===== config.mk =====
export PLATFORM = sky130hd
export DESIGN_NAME = mem_port_arbiter
export DESIGN_NICKNAME = d
export VERILOG_FILES = /design/src/rtl/mem_port_arbiter.sv
export SDC_FILE = /design/constraint.sdc
export NUM_CORES = 1
export LEC_CHECK = 0
export CORE_AREA = 4 4 116 118
export CTS_CLUSTER_DIAMETER = 200
export DETAILED_ROUTE_END_ITERATION = 8
export DIE_AREA = 0 0 120 122
export PLACE_DENSITY_LB_ADDON = 0.3
export SKIP_CTS_REPAIR_TIMING = 1
export SYNTH_ARGS = -nofsm -noshare
export SYNTH_HDL_FRONTEND = slang
export SYNTH_SLANG_ARGS = --single-unit

===== constraint.sdc =====
create_clock -name clk -period 2.8 [get_ports clk]
set_input_delay 0.84 -clock clk [delete_from_list [all_inputs] [get_ports clk]]
set_output_delay 0.84 -clock clk [all_outputs]
set_load 0.1 [all_outputs]

===== src/rtl/mem_port_arbiter.sv =====
// Arbitrates CPU and DMA requesters onto a single memory port (port 2).
// DMA can lock the port across transfers; a starvation counter bounds CPU priority.
module mem_port_arbiter #(
  parameter int unsigned STARVE_LIMIT = 4
) (
  input  logic        clk,
  input  logic        rst,
  // CPU requester
  input  logic        cpu_req,
  input  logic        cpu_we,
  input  logic [31:0] cpu_addr,
  input  logic [31:0] cpu_wdata,
  input  logic [1:0]  cpu_size,
  input  logic        cpu_sign,
  output logic        cpu_gnt,
  output logic        cpu_rvalid,
  output logic [31:0] cpu_rdata,
  // DMA requester
  input  logic        dma_req,
  input  logic        dma_lock,
  input  logic        dma_we,
  input  logic [31:0] dma_addr,
  input  logic [31:0] dma_wdata,
  output logic        dma_gnt,
  output logic        dma_rvalid,
  output logic [31:0] dma_rdata,
  // Memory port 2
  output logic        mem_rden2,
  output logic        mem_we2,
  output logic [31:0] mem_addr2,
  output logic [31:0] mem_din2,
  output logic [1:0]  mem_size,
  output logic        mem_sign,
  input  logic [31:0] mem_dout2
);

  localparam int unsigned CntW = (STARVE_LIMIT < 1) ? 1 : $clog2(STARVE_LIMIT + 1);
  localparam logic [CntW-1:0] CntMax = CntW'(STARVE_LIMIT);

  typedef enum logic [0:0] {StOpen, StDmaLocked} state_e;

  state_e          state_q, state_d;
  logic [CntW-1:0] starve_cnt_q, starve_cnt_d;
  logic            cpu_pend_q, dma_pend_q;

  // CPU keeps priority unless DMA has been starved; a lone requester always wins.
  always_comb begin
    cpu_gnt = 1'b0;
    dma_gnt = 1'b0;
    case (state_q)
      StOpen: begin
        if (cpu_req && ((starve_cnt_q < CntMax) || !dma_req)) cpu_gnt = 1'b1;
        else                                                  dma_gnt = dma_req;
      end
      StDmaLocked: dma_gnt = dma_req;
      default: ;
    endcase
  end

  always_comb begin
    state_d = state_q;
    case (state_q)
      StOpen:      if (dma_gnt && dma_lock) state_d = StDmaLocked;
      StDmaLocked: if (!dma_req || !dma_lock) state_d = StOpen;
      default:     state_d = StOpen;
    endcase
  end

  always_comb begin
    starve_cnt_d = starve_cnt_q;
    if (dma_gnt) begin
      starve_cnt_d = '0;
    end else if (dma_req && (starve_cnt_q != CntMax)) begin
      starve_cnt_d = starve_cnt_q + CntW'(1);
    end
  end

  always_ff @(posedge clk) begin
    if (rst) begin
      state_q      <= StOpen;
      starve_cnt_q <= '0;
      cpu_pend_q   <= 1'b0;
      dma_pend_q   <= 1'b0;
    end else begin
      state_q      <= state_d;
      starve_cnt_q <= starve_cnt_d;
      cpu_pend_q   <= cpu_gnt && !cpu_we;
      dma_pend_q   <= dma_gnt && !dma_we;
    end
  end

  always_comb begin
    mem_rden2 = 1'b0;
    mem_we2   = 1'b0;
    mem_addr2 = '0;
    mem_din2  = '0;
    mem_size  = '0;
    mem_sign  = 1'b0;
    if (cpu_gnt) begin
      mem_rden2 = !cpu_we;
      mem_we2   = cpu_we;
      mem_addr2 = cpu_addr;
      mem_din2  = cpu_wdata;
      mem_size  = cpu_size;
      mem_sign  = cpu_sign;
    end else if (dma_gnt) begin
      mem_rden2 = !dma_we;
      mem_we2   = dma_we;
      mem_addr2 = dma_addr;
      mem_din2  = dma_wdata;
      mem_size  = 2'b10;
      mem_sign  = 1'b0;
    end
  end

  assign cpu_rvalid = cpu_pend_q;
  assign dma_rvalid = dma_pend_q;
  assign cpu_rdata  = mem_dout2;
  assign dma_rdata  = mem_dout2;

endmodule


## After elaboration in Yosys (flattened, before gate mapping)

Cells that the tools add are included.

- Output and inout bits: 137
- Register bits: 6
- Bits of input ports: 170

- Add/subtract/negate cells: 1
- Order comparisons: 1
- Reductions and logical operators: 12
- Muxes and demuxes: 18
- Equality and inequality tests: 1
- Bitwise logic cells: 1

Operators by type and width:

| operator | count |
|---|---|
| $mux 32 | 4 |
| $mux 1 | 10 |
| $logic_and 1x1->1 | 5 |
| $logic_not 1->1 | 4 |
| $mux 2 | 2 |
| $pmux 1 s2 | 2 |
| $add 3x1->3 const B | 1 |
| $lt 3x3->1 const B | 1 |
| $ne 3x3->1 const B | 1 |
| $logic_or 1x1->1 | 2 |
| $reduce_or 2->1 | 1 |
| $not 1->1 | 1 |

## Logic depth before layout (Yosys ltp)

- Word-level depth: 8
- Gate-level depth with buffers: 6
- Depth with buffers taken out: 4

## Least setup slack after synthesis

Ideal clock, no wire load.

- Path kind: in2out
- From: input port cpu_req
- To: output port mem_we2
- Buffers on the path: 0
- Stages: 3
- Required time: 1.960 ns
- Path slack: -1.250 ns
- Arrival: 3.210 ns
- Cells stage by stage: nand2b_4 a21o_2 o21ai_0

- Word-level cells in the longest chain between the ends: 5
- Elaborated cells on any way between the ends: 7
- Those cells by class: mux: 6; reduce/logical: 1

RTL lines:

| what | RTL line | RTL |
|---|---|---|
| start: declaration | 9 | `input logic cpu_req,` |
| $logic_and 1x1->1 * | 52 | `if (cpu_req && ((starve_cnt_q < CntMax) \|\| !dma_req)) cpu_gnt = 1'b1;` |
| $mux 1 | 52 |  |
| $pmux 1 s2 | 50 | `case (state_q)` |
| $mux 1 | 106 | `end else if (dma_gnt) begin` |
| $mux 1 * | 99 | `if (cpu_gnt) begin` |
| end: declaration | 29 | `output logic mem_we2,` |

Mark *: on every way between the ends. The rest lies on a longest branch, timed or not.

## Worst setup path after layout

- From: input port cpu_req
- To: output port mem_din2[24]

- Word-level cells in the longest chain between the ends: 5
- Elaborated cells on any way between the ends: 7
- Those cells by class: mux: 6; reduce/logical: 1

RTL lines:

| what | RTL line | RTL |
|---|---|---|
| $logic_and 1x1->1 * | 52 |  |
| $mux 1 | 52 |  |
| $pmux 1 s2 | 50 |  |
| $mux 32 | 106 |  |
| $mux 32 * | 99 |  |
| end: declaration | 31 | `output logic [31:0] mem_din2,` |

Marked as above.

==> out/qor.txt <==
status -> complete, no violations
Slowest-stage cell, CP -> a22o_2
Initial Util -> 11.5%
metal2 WL -> 4.59 mm
Post-Synth Adder-Cell Area -> 1.74%
post-synthesis sequential area ratio -> 8.36%
CTS tree -> built
number of setup violations in the final report -> 0
WL/cell -> 17.5 um
Worst setup SP type -> input pin
fmax -> 364 MHz
net count after synthesis -> 348
Max H-tree Level -> 1
DRC Markers -> 0
layout cell share with drive strength beyond 1 -> 51.5%
pwr/cell area -> 395 mW/mm2
RSZ-0062 raised after global routing -> no
Global Route Usage Sum -> 9.16%
simple-gate area share of the yosys netlist -> 5.49%
Post-Synthesis Cells -> 176
top cell type's share of synthesized area -> 39.0%
VDD IR max -> 0.178 mV
count of final hold-check violations -> 0
routed length on met1 -> 2.74 mm
Core Area -> 0.0125 mm2
Worst EP arrival -> 1.91 ns
EDFF count, synth -> 0
initial antenna violation count -> 0
I/O pin count -> 307
DR iter-0 viols -> 49
Syn Std Cell Area -> 0.00144 mm2
diodes inserted -> 0
Tightest Pin Transition -> 0.274 ns
Yosys cell types -> 22
Critical Path, Cell by Cell -> clkbuf_2 -> nand2b_4 -> a21o_4 -> clkinv_8 -> clkbuf_16 -> a22o_2 -> buf_12
critical path fanouts, max -> 6
ys flop type -> dfxtp_1
CTS root buffer -> clkbuf_16
Worst Setup End Kind -> primary output
Largest stage delay, worst path -> 0.28 ns
area delta synth->final -> 209%
Post-DRT Antenna Nets -> 0
first-pass GRT wire length -> 10.8 mm
dpl ws -> -0.414 ns
Die Width -> 120 um
crit path kind -> in -> out
CP Data Required Time -> 1.96 ns
synth top area cells -> a22o_1 (39%), buf_4 (33%), dfxtp_1 (8.4%)
Fin Hold WS -> 0.493 ns
Post-DP Area -> 0.00413 mm2
Final Net Count -> 502
final worst slack -> 0.0507 ns
Chip Height -> 122 um
post-synthesis compound-gate area fraction -> 43.1%
TritonRoute pass-1 iters -> 4
post-synth top area cell -> a22o_1
worst relative slew slack -> 81.7%
Final Cell Area -> 0.00444 mm2
xor and xnor area share after synthesis -> 0%
Overflow after GRT -> 0
die area -> 0.0146 mm2
Num CTS Buffers -> 3
largest net degree at the start of global routing -> 41
DR WL met3 -> 1.06 mm
Worst-Skew Late Latency -> 0.23 ns
CTS sink count -> 6
leakage -> 0.00181 uW
Top Metal Used -> met4
Seq cells post-synth -> 6
hold path start -> starve_cnt_q[0]$_SDFFE_PP0P_
largest family of logic cells by synthesized area -> compound AO/OA/AOI/OAI gates
synthesis warning total -> 0
Synth Area per Inst -> 8.16 um2
Slew Limit Fails -> 0
CTS clk-pin slew, worst paths -> 0.03 ns
clock skew -> 0.0000699 ns
Final min period -> 2.75 ns
post-DR vias/cell -> 3.97
class of the worst hold path -> reg -> reg
vias in the first global route -> 2116
vias -> 1986
ys async rst share -> 0%
final period utilization -> 98.2%
RR Startpoint -> state_q$_SDFF_PP0_
Max clock buf depth -> 2
Detail Placement HPWL -> 6.74 mm
Port Buffers -> 210
Max-Cap Viols -> 0
Synth top cells by count -> a22o_1 (64), buf_4 (64), buf_2 (9), dfxtp_1 (6), buf_6 (4)
final wirelength -> 8.74 mm
global placement routability congestion -> 0.727
critical path startpoint -> cpu_req
FP Rows -> 41
mux cell area share after synthesis -> 0%
==> metrics by stage <==
step                      TNS (ns)  std cells  util [%]  total power (uW)
after floorplan             -0.498        176         -              1310
after global placement      -24.19        487      33.1              1480
after detailed placement    -24.52        487      33.1              1490
after CTS                   -24.92        490      33.7              1720
after global routing             0        500      35.6              1800
final                            0        500      35.6              1760
==> where the power goes <==
group          switching [uW]  total [uW]  internal, uW  leakage [uW]
clock network            44.9         228           183     0.0000370
registers                1.32        90.0          88.7     0.0000488
logic                     823        1440           616       0.00172
==> area by class of cell <==
type / instances / area [um2]
tap: 172 / 215
clock buffer: 3 / 75.1
multi-input combinational: 87 / 937
fill: 1227 / 8030
timing repair inverter: 1 / 8.76
inverter: 5 / 31.3
timing repair buffer: 226 / 3050
sequential: 6 / 120
==> final timing paths <==
| check | endpoint | slack (ns) | depth (start not counted) |
|---|---|---|---|
| max | mem_din2[24] | 0.05 | 7 |
| min | starve_cnt_q[0]$_SDFFE_PP0P_ | 0.49 | 2 |
| max reg2reg | starve_cnt_q[2]$_SDFFE_PP0P_ | 1.68 | 5 |
| min reg2reg | starve_cnt_q[0]$_SDFFE_PP0P_ | 0.49 | 2 |
==> per-layer routing <==
| metal | vias to the layer above | global-route usage (%) |
|---|---|---|
| li1 | 904 | - |
| met1 | 882 | 8.02 |
| met2 | 169 | 17.1 |
| met3 | 31 | 4.46 |
| met4 | 0 | 4.94 |
| met5 | - | 0 |
==> kinds of logic (layout without fill, tap and decap cells) <==
family,count (synthesis),in the layout
buf+inv,83,235
compound gates,73,73
simple gates,12,12
flops,6,6
fa+ha+maj,2,2
==> critical path, delay by kind of cell <==
family / cells / cell delay, ns
buffers and inverters: 4 / 0.55
AOI/OAI and AO/OA: 2 / 0.44
and+or+nand+nor: 1 / 0.08
==> placed cells by master, fill, tap and decap left out, types with 3 or more instances in the layout <==
| master | count |
|---|---|
| clkdlybuf4s50_1 | 135 |
| buf_12 | 75 |
| a22o_2 | 50 |
| a22o_4 | 14 |
| clkbuf_16 | 7 |
| dfxtp_1 | 6 |
| buf_4 | 6 |
| buf_6 | 4 |
| inv_1 | 3 |
| a21oi_1 | 3 |
| nor3_1 | 3 |
==> state kept, by name, summed over array words and instances, names as in the netlist <==
| signal | count |
|---|---|
| starve_cnt_q | 3 |
| cpu_rvalid | 1 |
| dma_rvalid | 1 |
| state_q | 1 |
Note: power is estimated with default switching activity, not from simulation.
